<file path="config.mk">
export PLATFORM = sky130hd
export DESIGN_NAME = line_buffer_7x7
export DESIGN_NICKNAME = d
export VERILOG_FILES = /design/src/rtl/line_buffer_7x7.sv
export SDC_FILE = /design/constraint.sdc
export NUM_CORES = 1
export LEC_CHECK = 0
export CAP_MARGIN = 20
export CORE_MARGIN = 1
export CORE_UTILIZATION = 47
export CTS_BUF_LIST = sky130_fd_sc_hd__clkbuf_8
export DETAILED_ROUTE_END_ITERATION = 10
export GPL_ROUTABILITY_DRIVEN = 0
export GPL_TIMING_DRIVEN = 0
export PLACE_DENSITY = 0.65
export SLEW_MARGIN = 20
export SYNTH_ARGS = -nofsm -noshare
export SYNTH_HDL_FRONTEND = slang
export SYNTH_SLANG_ARGS = --single-unit
</file>
<file path="constraint.sdc">
create_clock -name clk -period 6.97 [get_ports clk]
set_input_delay 0.697 -clock clk [delete_from_list [all_inputs] [get_ports clk]]
set_output_delay 0.697 -clock clk [all_outputs]
set_load 0.03 [all_outputs]
</file>
<file path="src/rtl/line_buffer_7x7.sv">
`default_nettype none
// ============================================================================
//  Module      : line_buffer_7x7
//  Description : Streaming line buffer feeding a 7x7 window stage. Six line
//                memories of COLS entries hold the previous six image rows;
//                each accepted pixel emits one vertically aligned 7-tap column.
//                Columns are qualified only once six complete rows of the
//                current frame are stored.
//  Ports       : clk          - rising-edge clock
//                rst          - asynchronous active-low reset
//                data_i       - input pixel, raster order
//                done_i       - data_i valid this cycle
//                S1_o..S7_o   - column taps, S1_o = row r-6 .. S7_o = row r
//                done_o       - taps hold a valid column
//                frame_done_o - pulse with the column of a frame's last pixel
//  Revision    : 1.0 - initial release
// ============================================================================
module line_buffer_7x7 #(
    parameter int COLS = 7,
    parameter int ROWS = 7
) (
    input  logic       clk,
    input  logic       rst,
    input  logic [7:0] data_i,
    input  logic       done_i,
    output logic [7:0] S1_o,
    output logic [7:0] S2_o,
    output logic [7:0] S3_o,
    output logic [7:0] S4_o,
    output logic [7:0] S5_o,
    output logic [7:0] S6_o,
    output logic [7:0] S7_o,
    output logic       done_o,
    output logic       frame_done_o
);

    localparam int CW    = $clog2(COLS);
    localparam int RW    = $clog2(ROWS);
    localparam int DEPTH = 1 << CW;

    localparam logic [CW-1:0] C_COL_LAST  = CW'(COLS - 1);
    localparam logic [RW-1:0] C_ROW_LAST  = RW'(ROWS - 1);
    localparam logic [RW-1:0] C_ROW_VALID = RW'(6);

    logic [CW-1:0]     col_cnt_q, col_cnt_d;
    logic [RW-1:0]     row_cnt_q, row_cnt_d;
    logic [6:0][7:0]   tap_q, tap_d;
    logic              done_q, done_d;
    logic              frame_done_q, frame_done_d;

    // Line memories: index 5 holds row r-1, index 0 holds row r-6.
    logic [7:0]        line_q [6][DEPTH];
    logic [5:0][7:0]   line_rd;
    logic [5:0][7:0]   line_wr_d;

    always_comb begin
        col_cnt_d    = col_cnt_q;
        row_cnt_d    = row_cnt_q;
        tap_d        = tap_q;
        done_d       = 1'b0;
        frame_done_d = 1'b0;
        line_rd      = '0;
        line_wr_d    = '0;

        for (int k = 0; k < 6; k++) begin
            line_rd[k] = line_q[k][col_cnt_q];
        end

        // Vertical shift at the current column; reads see pre-write contents.
        line_wr_d[5] = data_i;
        for (int k = 0; k < 5; k++) begin
            line_wr_d[k] = line_rd[k+1];
        end

        if (done_i) begin
            tap_d[6] = data_i;
            for (int k = 0; k < 6; k++) begin
                tap_d[k] = line_rd[k];
            end

            // Rows 0..5 of the frame only fill memories; stale data from a
            // previous frame or before reset is never qualified.
            done_d       = (row_cnt_q >= C_ROW_VALID);
            frame_done_d = (row_cnt_q == C_ROW_LAST) && (col_cnt_q == C_COL_LAST);

            if (col_cnt_q == C_COL_LAST) begin
                col_cnt_d = '0;
                row_cnt_d = (row_cnt_q == C_ROW_LAST) ? '0 : row_cnt_q + 1'b1;
            end else begin
                col_cnt_d = col_cnt_q + 1'b1;
            end
        end
    end

    always_ff @(posedge clk or negedge rst) begin
        if (!rst) begin
            col_cnt_q    <= '0;
            row_cnt_q    <= '0;
            tap_q        <= '0;
            done_q       <= 1'b0;
            frame_done_q <= 1'b0;
        end else begin
            col_cnt_q    <= col_cnt_d;
            row_cnt_q    <= row_cnt_d;
            tap_q        <= tap_d;
            done_q       <= done_d;
            frame_done_q <= frame_done_d;
        end
    end

    // Memories carry no reset; the row gate above hides their contents.
    for (genvar k = 0; k < 6; k++) begin : g_line
        always_ff @(posedge clk) begin
            if (done_i) begin
                line_q[k][col_cnt_q] <= line_wr_d[k];
            end
        end
    end

    assign S1_o         = tap_q[0];
    assign S2_o         = tap_q[1];
    assign S3_o         = tap_q[2];
    assign S4_o         = tap_q[3];
    assign S5_o         = tap_q[4];
    assign S6_o         = tap_q[5];
    assign S7_o         = tap_q[6];
    assign done_o       = done_q;
    assign frame_done_o = frame_done_q;

endmodule
`default_nettype wire

</file>
==> flow_metrics.env <==
export IMPL_crit_fanout=17
export IMPL_holdWs_ps=51.83
export IMPL_power_frac_comb_pct=33.1
export IMPL_fin_crit_ps=2909
export IMPL_maxSlewViolCount=0
export IMPL_grt_pass1_vias=9412
export IMPL_crit_buf_inv=6
export IMPL_fp_row_count=69
export IMPL_gr_total_overflow=0
export IMPL_met3WireLength_um=2520
export IMPL_cts_num_sinks=448
export IMPL_synth_xor_area_share_pct=0
export IMPL_hold_path_class="input port to async pin"
export IMPL_rsz0062_at_grt="false"
export IMPL_synth_adder_area_share_pct=0
export IMPL_max_cap_viol_count=0
export IMPL_synth_seq_area_share_pct=76.74
export IMPL_crit_chain="buf_6 -> buf_8 -> buf_6 -> buf_2 -> nand2_1 -> nor2_4 -> buf_16 -> buf_16"
export IMPL_dr_pass1_iters=8
export IMPL_synth_nets=964
export IMPL_setup_viol=0
export IMPL_post_route_period_util_pct=41.74
export IMPL_cts_setup_buffers=0
export IMPL_power_density_mw_per_mm2=461.2
export IMPL_slowest_delay_ps=690
export IMPL_grt_max_degree=52
export IMPL_power_mw=9.335
export IMPL_vias=9136
export IMPL_hold_viol_final=0
export IMPL_fillers=2743
export IMPL_worst_pin_slew_ps=1103
export IMPL_port_buffers=67
export IMPL_num_antenna_cells=0
export IMPL_syn_inst=953
export IMPL_fp_dieH_um=192.8
export IMPL_holdBufCountCts=0
export IMPL_p_switching_mw=3.180
export IMPL_instances_no_fill=1632
export IMPL_die_w_um=192.8
export IMPL_clk_path_buf_depth=3
export IMPL_clock_skew_ps=29.44
export IMPL_wl_met1_um=16950
export IMPL_power_leakage_nw=7.266
export IMPL_drcViolationCount=9
export IMPL_critical_path_top_delay_family="buffers and inverters"
export IMPL_synthMuxAreaShare_pct=13.25
export IMPL_dp_cells=1499
export IMPL_seq_power_share_pct=44.5
export IMPL_ir_worst_vdd_mv=0.2159
export IMPL_grt_pass1_wl_um=58130
export IMPL_required_ps=7250
export IMPL_grt_use_total_pct=21.95
export IMPL_status="finished, violations left"
export IMPL_clock_latency_ps=600
export IMPL_start_kind="register"
export IMPL_start_util_pct=47.88
export IMPL_r2r_setup_slack_ps=4060
export IMPL_yosysWarnings=0
export IMPL_slowest_stage="nor2_4"
export IMPL_synthSimpleGateAreaFrac_pct=2.881
export IMPL_met2_length_um=19050
export IMPL_grt_antenna_before_repair=0
export IMPL_wire_per_inst_um=24.09
export IMPL_crit_path_end_kind="register"
export IMPL_cts_resized_gates=0
export IMPL_ys_ff_latch=448
export IMPL_synth_cell_types=33
export IMPL_vias_per_cell=5.598
export IMPL_dp_hpwl_um=23880
export IMPL_htreeDepth=3
export IMPL_clk_transition_reported_paths_ps=60
export IMPL_areaGrowthSynthToFinish_pct=18.26
export IMPL_violations="DRC"
export IMPL_critPathKind="register to register"
export IMPL_drtIter0Drc=848
export IMPL_fmax_mhz=343.7
export IMPL_internal_power_mw=6.155
export IMPL_routed_wirelength_um=39310
export IMPL_cts_root_buf="clkbuf_8"
export IMPL_syn_area_sq_mm=0.01711
export IMPL_cts_inserted_buffers=73
export IMPL_drive_gt1_share_pct=16.74
export IMPL_die_area_sq_mm=0.03718
export IMPL_syn_avg_cell_area_sq_um=17.96
export IMPL_tritoncts="built"
export IMPL_switching_share_pct=34.07
export IMPL_clkPwrFrac_pct=22.4
export IMPL_core_area_sq_mm=0.03574
export IMPL_critical_path_arrival_ps=3190
export IMPL_io_pins=69
export IMPL_dr_max_layer_used="met4"
export IMPL_fin_tns_setup_ps=0
export IMPL_synth_compound_area_share_pct=4.935
export IMPL_num_nets_final=1124
export IMPL_synth_top_family_by_area="multiplexers"
export IMPL_relSlewSlack_pct=26.47
export IMPL_antenna_left=0
[Yosys cell counts]
cell type    n  share of area, %
nor3_1       1             0.029
a21o_1       2             0.088
nor2_1      30              0.66
mux2_4       6              0.53
or2_1       31               1.1
nand2b_1     4              0.15
inv_2        1             0.022
clkbuf_1    16              0.35
buf_6       17               1.1
and2_0       1             0.037
mux2i_1    168               9.8
a31oi_1     22              0.80
edfxtp_1   384                67
o2bb2ai_1    9              0.46
mux4_2       6              0.79
and2_1       1             0.037
a21oi_1     14              0.41
nor3b_1      1             0.044
or2_0        1             0.037
o21ai_0      5              0.15
buf_1        5              0.11
a311oi_1     2              0.10
o21ai_1      5              0.15
o22ai_1     76               2.8
mux2_2      32               2.1
buf_2       16              0.47
dfrtp_1     64               9.4
nand3b_1     1             0.044
nor2b_1      1             0.037
nand2_1     26              0.57
buf_8        1             0.088
and3_1       3              0.11
buf_4        1             0.044
[kinds of logic after synthesis]
group	after synthesis
AO/OA/AOI/OAI	135
buffers and inverters	57
flip-flops	448
multiplexers	212
AND/OR/NAND/NOR	101
[stage by stage]
stage	area, sq um	util [%]	setup slack, ps
2_1_floorplan	17110	-	3386
3_3_place_gp	18360	51.37	1036
3_5_place_dp	18890	52.86	3961
4_1_cts	20240	56.63	4046
5_1_grt	20240	56.63	3938
6_report	20240	56.63	4061
[registers in the layout, indices dropped and copies added, names as in the netlist]
name and cells:
done_o 1, S7_o 8, frame_done_o 1, S2_o 8
line_q 384, S5_o 8, S6_o 8, col_cnt_q 3
row_cnt_q 3, S3_o 8, S4_o 8, S1_o 8
[area by class of cell]
cell class	instances	area (sq um)	area share [%]
Clock buffer	80	1101	5.440
Inverter	1	6.256	0.03091
Multi-Input combinational cell	448	3657	18.07
Sequential cell	448	13130	64.89
Buffer	56	372.9	1.842
Tap cell	461	576.8	2.850
Clock inverter	53	244.0	1.205
Timing Repair Buffer	85	1149	5.675
[final timing paths]
| check | to | cells after the start | start |
|---|---|---|---|
| setup / recovery | line_q[4][20] | 8 | col_cnt_q[0] |
| hold / removal | S4_o[4] | 1 | rst |
| setup reg to reg | line_q[4][20] | 8 | col_cnt_q[0] |
| hold reg to reg | S5_o[3] | 1 | S5_o[3] |
| max in group asynchronous | S3_o[7] | 2 | rst |
| min in group clk | S5_o[3] | 1 | S5_o[3] |
[power by group through the flow]
stage | logic, mW | registers (mW) | clock network (mW)
after floorplan | 1.58 | 4.46 | 0
after global placement | 2.90 | 4.22 | 0
after detailed placement | 3.09 | 4.20 | 0
after CTS | 3.10 | 4.15 | 2.14
after global routing | 3.30 | 4.19 | 2.25
final | 3.09 | 4.15 | 2.09
[layer usage]
| layer | global-route usage (%) | up-vias |
|---|---|---|
| met3 | 5.365 | 63 |
| met1 | 29.05 | 4674 |
| met4 | 7.359 | 0 |
| met5 | 0 | - |
| met2 | 35.51 | 315 |
| li1 | - | 4084 |
[cells in the final DEF (no fill, tap or decap), types with 3 or more instances in the layout]
master           synthesis  layout
clkinvlp_4               0       3
clkinv_2                 0       6
nand2_1                 26      26
nand2b_1                 4       4
mux2_4                   6       6
dfrtp_1                 64      64
o2bb2ai_1                9       9
o21ai_0                  5       5
buf_2                   16      16
a31oi_1                 22      22
clkdlybuf4s50_1          0      66
or2_1                   31      31
clkbuf_8                 0      80
mux2_2                  32      32
mux2i_1                168     168
nor2_1                  30      23
mux4_2                   6       6
buf_6                   17      17
edfxtp_1               384     384
nor2_4                   0       7
clkinv_1                 0      17
and3_1                   3       3
buf_16                   0      16
inv_1                    0      26
clkbuf_1                16      16
a21oi_1                 14      14
o22ai_1                 76      76
buf_1                    5       5
o21ai_1                  5       5
[worst register-to-register path, stage by stage (launching register included)]
cell and delay, ps:
dfrtp_1 370, buf_6 120, buf_8 160, buf_6 190
buf_2 280, nand2_1 300, nor2_4 700, buf_16 260
buf_16 190
(Power assumes the default switching activity.)
